`src/rtl/fib_stack.sv`:
```
// Frame stack (LIFO) for the recursive Fibonacci engine: {c_code, data} frames.
// Define FIB_STACK_HWM_EN to add the hwm (high-water mark) output.
module fib_stack #(
  parameter int DW    = 16,
  parameter int DEPTH = 32
) (
  input  logic                     clk,
  input  logic                     rst,
  input  logic                     clr,
  input  logic                     push,
  input  logic                     pop,
  input  logic                     tos,
  input  logic [DW-1:0]            d_in,
  input  logic [1:0]               c_in,
  output logic [DW-1:0]            d_out,
  output logic [1:0]               c_code,
  output logic                     stack_empty,
  output logic                     stack_full,
  output logic [$clog2(DEPTH):0]   count,
`ifdef FIB_STACK_HWM_EN
  output logic [$clog2(DEPTH):0]   hwm,
`endif
  output logic                     ovf,
  output logic                     unf
);

  localparam int AW = $clog2(DEPTH);

  logic [DW+1:0] r_mem [DEPTH];
  logic [AW:0]   r_count;
  logic [DW-1:0] r_dout;
  logic [1:0]    r_code;
  logic          r_ovf;
  logic          r_unf;

  logic          w_empty;
  logic          w_full;
  logic [AW:0]   w_cm1;
  logic [AW-1:0] w_top;
  logic          w_we;
  logic [AW-1:0] w_waddr;
  logic          w_rd;
  logic          w_set_ovf;
  logic          w_set_unf;
  logic [AW:0]   w_cnt_nx;

  assign w_empty = (r_count == '0);
  assign w_full  = (r_count == (AW+1)'(DEPTH));
  assign w_cm1   = r_count - (AW+1)'(1);
  assign w_top   = w_cm1[AW-1:0];

  // A same-cycle push+pop replaces the top in place, so it is legal when full.
  always_comb begin
    w_we      = 1'b0;
    w_waddr   = r_count[AW-1:0];
    w_rd      = 1'b0;
    w_set_ovf = 1'b0;
    w_set_unf = 1'b0;
    w_cnt_nx  = r_count;
    if (!clr) begin
      if (push && pop) begin
        w_we = 1'b1;
        if (!w_empty) begin
          w_rd    = 1'b1;
          w_waddr = w_top;
        end else begin
          w_waddr   = '0;
          w_cnt_nx  = (AW+1)'(1);
          w_set_unf = 1'b1;
        end
      end else if (push) begin
        if (tos) begin
          w_rd      = !w_empty;
          w_set_unf = w_empty;
        end
        if (!w_full) begin
          w_we     = 1'b1;
          w_cnt_nx = r_count + (AW+1)'(1);
        end else begin
          w_set_ovf = 1'b1;
        end
      end else if (pop) begin
        if (!w_empty) begin
          w_rd     = 1'b1;
          w_cnt_nx = w_cm1;
        end else begin
          w_set_unf = 1'b1;
        end
      end else if (tos) begin
        w_rd      = !w_empty;
        w_set_unf = w_empty;
      end
    end
  end

  always_ff @(posedge clk) begin
    if (w_we) r_mem[w_waddr] <= {c_in, d_in};
  end

  always_ff @(posedge clk or posedge rst) begin
    if (rst) begin
      r_count <= '0;
      r_dout  <= '0;
      r_code  <= '0;
      r_ovf   <= 1'b0;
      r_unf   <= 1'b0;
    end else if (clr) begin
      r_count <= '0;
      r_ovf   <= 1'b0;
      r_unf   <= 1'b0;
    end else begin
      r_count <= w_cnt_nx;
      if (w_rd) {r_code, r_dout} <= r_mem[w_top];
      if (w_set_ovf) r_ovf <= 1'b1;
      if (w_set_unf) r_unf <= 1'b1;
    end
  end

`ifdef FIB_STACK_HWM_EN
  logic [AW:0] r_hwm;

  always_ff @(posedge clk or posedge rst) begin
    if (rst) begin
      r_hwm <= '0;
    end else if (clr) begin
      r_hwm <= '0;
    end else if (w_cnt_nx > r_hwm) begin
      r_hwm <= w_cnt_nx;
    end
  end

  assign hwm = r_hwm;
`endif

  assign d_out       = r_dout;
  assign c_code      = r_code;
  assign count       = r_count;
  assign ovf         = r_ovf;
  assign unf         = r_unf;
  assign stack_empty = w_empty;
  assign stack_full  = w_full;

endmodule
```
`config.mk`:
```
export PLATFORM = sky130hd
export DESIGN_NAME = fib_stack
export DESIGN_NICKNAME = d
export VERILOG_FILES = /design/src/rtl/fib_stack.sv
export SDC_FILE = /design/constraint.sdc
export NUM_CORES = 1
export LEC_CHECK = 0
export ABC_AREA = 1
export BUFFER_PORTS_ARGS = -buffer_cell sky130_fd_sc_hd__buf_4
export CAP_MARGIN = 25
export CORE_ASPECT_RATIO = 0.5
export CORE_UTILIZATION = 50
export DETAILED_ROUTE_END_ITERATION = 7
export PLACE_DENSITY = 0.66
export REMOVE_ABC_BUFFERS = 1
export SETUP_SLACK_MARGIN = 0.05
export SLEW_MARGIN = 15
export SYNTH_ARGS = -nofsm -noshare
export SYNTH_HDL_FRONTEND = slang
export SYNTH_SLANG_ARGS = --single-unit
```
`constraint.sdc`:
```
create_clock -name clk -period 6.8 [get_ports clk]
set_clock_uncertainty 0.2 [all_clocks]
set_input_delay 1.36 -clock clk [delete_from_list [all_inputs] [get_ports clk]]
set_output_delay 1.36 -clock clk [all_outputs]
set_load 0.02 [all_outputs]
```
==> impl_metrics.csv <==
group,metric,value,unit
grt,antenna_found_initial,0,
final_layout,nFillCells,4241,
clock_network,clkTransAtPathRegs,60,ps
setup_path,cp_max_fo,86,
grt,grt_pass1_vias,16100,
clock_network,cts_resized,0,
sta,drv_slew,0,
yosys,syn_area_per_cell,10.5,sq um
sta,fin_setup_tns,0,ps
final_layout,drive_gt1_share,7.43,%
clock_network,cts_htree_levels,2,
sta,period_share,73.5,%
yosys,ys_seq_area_share,70.3,%
yosys,synth_edf_count,576,
setup_path,critPathKind,"flip-flop to output port",
sta,rsz0062_at_grt,"false",
power_and_ir_drop,power.leakage,11.4,nW
sta,period_minus_slack,5000,ps
route,highest_layer,"met4",
route,avgRoutedWirePerCell,21.6,um
job,drv_cap,0,
setup_path,crit_arrival,3440,ps
route,ant_nets,0,
yosys,synth.most_common_cell,"nand2_1",
grt,grt_pass1_wl,100000,um
route,via_count,17200,
sta,tightest_slew,1090,ps
placed_design,dp_slack,2010,ps
final_layout,utilization,55.9,%
yosys,async_flop_share,4.32,%
grt,grt_use_total,26.4,%
sta,clock.fmax,0.200,GHz
clock_network,numClockSinks,602,
setup_path,r2r_setup_slack,2340,ps
clock_network,insertion_delay,590,ps
sta,slew_headroom,27.1,%
setup_path,cp-start-kind,"flip-flop",
clock_network,cts_setup_buffers,0,
placed_design,io_buffers,51,
die,coreArea,50400,sq um
die,die_w,322,um
power_and_ir_drop,p_per_area,360,nW/um^2
power_and_ir_drop,total_power,10.1,mW
die,die_y,162,um
clock_network,cts_root_buf,"clkbuf_16",
route,via_per_inst,5.42,
route,wl_met3,6450,um
final_layout,syn2layout_area_growth,10.2,%
final_layout,nets,2464,
placed_design,dp_hpwl,39700,um
yosys,synth_common_cells,"938 x nand2_1, 576 x edfxtp_1, 393 x nand3_1",
yosys,syn_area,25500,sq um
die,die_area,52000,sq um
die,num_io_pins,52,
outcome,status,"finished clean",
final_layout,regArea,18000,sq um
yosys,yosys-top-cells-area,"edfxtp_1 68%, nand2_1 14%, nand3_1 7.7%",
clock_network,hold_buffers,0,
die,row_count,58,
yosys,netlist_instances,2436,
route,wl,68400,um
final_layout,multi_input_area,6290,sq um
grt,grt_overflow,0,
yosys,synth_top_area_share,67.7,%
yosys,ys_seq_elements,602,
yosys,synth_cell_types,30,
route,met1_length,28500,um
yosys,synth_ff_type,"edfxtp_1",
route,met2WireLength,31300,um
sta,setup_viol,0,
hold_path,min_path_type,"flip-flop to flip-flop",
route,firstDrtPassIters,8,
yosys,yosysWarnings,0,
power_and_ir_drop,peakVddDrop,0.187,mV
route,drt_iter0_drc,2352,
clock_network,cts-buffers-inserted,52,
sta,setup_ws,1800,ps
setup_path,critPathCaptureType,"output port",
sta,hold_violations,0,
placed_design,gp_congestion,0.961,
clock_network,cts.path.max_buffers,3,
yosys,yosysTopAreaCell,"edfxtp_1",
die,initial_core_util,50.7,%
setup_path,crit_required,5240,ps
route,drc,0,
clock_network,cts_tree,"built",
grt,grt_start_max_net_pins,91,
==> registers in the layout (all words and copies together), names as in the netlist <==
register / count
c_code: 2
count: 6
d_out: 16
ovf: 1
r_mem: 576
unf: 1
==> worst max-delay path, stage by stage, from the launching register on <==
cell and delay [ps]:
dfrtp_4 800, buf_4 810, buf_4 790, buf_4 270
==> per-stage QoR <==
step,hold slack (ps),cell area (sq um),std cells
after detailed placement,272,26500,3069
after global routing,326,28200,3167
after CTS,288,28100,3163
after global placement,268,26500,3069
final,285,28200,3168
after floorplan,391,25000,2312
==> power breakdown <==
part | internal (mW) | total [mW] | switching [mW]
Sequential | 4.18 | 4.28 | 0.100
Combinational | 0.778 | 3.03 | 2.25
Clock | 1.53 | 2.83 | 1.30
==> logic make-up (layout without fill, tap and decap cells) <==
logic type	after synthesis	count (layout)	synth area share, %
simple gates	1421	1421	22.9
flops	602	602	70.3
buf+inv	367	408	5.60
compound gates	39	39	0.808
xor+xnor	4	4	0.225
fa+ha+maj	3	3	0.147
other cells	0	1	0
==> layout make-up <==
type / instances / area share, %
Antenna cell: 1 / 0.00889
Clock buffer: 80 / 5.25
Multi-Input combinational cell: 1467 / 22.3
Clock inverter: 14 / 0.333
Timing Repair Buffer: 71 / 1.97
Sequential cell: 602 / 63.8
Inverter: 243 / 3.28
Tap cell: 690 / 3.07
==> routing by layer <==
metal,GRT usage [%],vias up
li1,-,8055
met3,6.23,144
met1,36.8,8272
met5,0,-
met2,41.3,709
met4,8.27,0
==> placed cells by master, fill, tap and decap left out, types with 2 or more instances in the layout <==
master / count
clkinv_2: 4
inv_6: 2
o21ai_0: 26
clkbuf_1: 22
nand2_2: 2
inv_1: 238
clkinv_1: 8
nor2_1: 47
edfxtp_1: 576
buf_4: 67
clkbuf_16: 53
nor3_1: 3
buf_8: 2
dfrtp_1: 25
xor2_2: 2
nand2_1: 937
nand3_1: 393
o22ai_1: 2
o21ai_1: 2
a21oi_1: 6
inv_2: 2
nand4_1: 3
buf_6: 2
nor2_2: 33
ha_1: 2
clkbuf_8: 5
==> final timing paths <==
kind	cells after the start	end	startpoint
max in group asynchronous	3	count[0]	rst
max reg2reg	9	r_mem[7][17]	count[0]
min in group asynchronous	3	d_out[11]	rst
min reg2reg	2	c_code[0]	c_code[0]
max	3	count[0]	count[0]
min	2	c_code[0]	c_code[0]
Power figures use the tool's default switching activity.
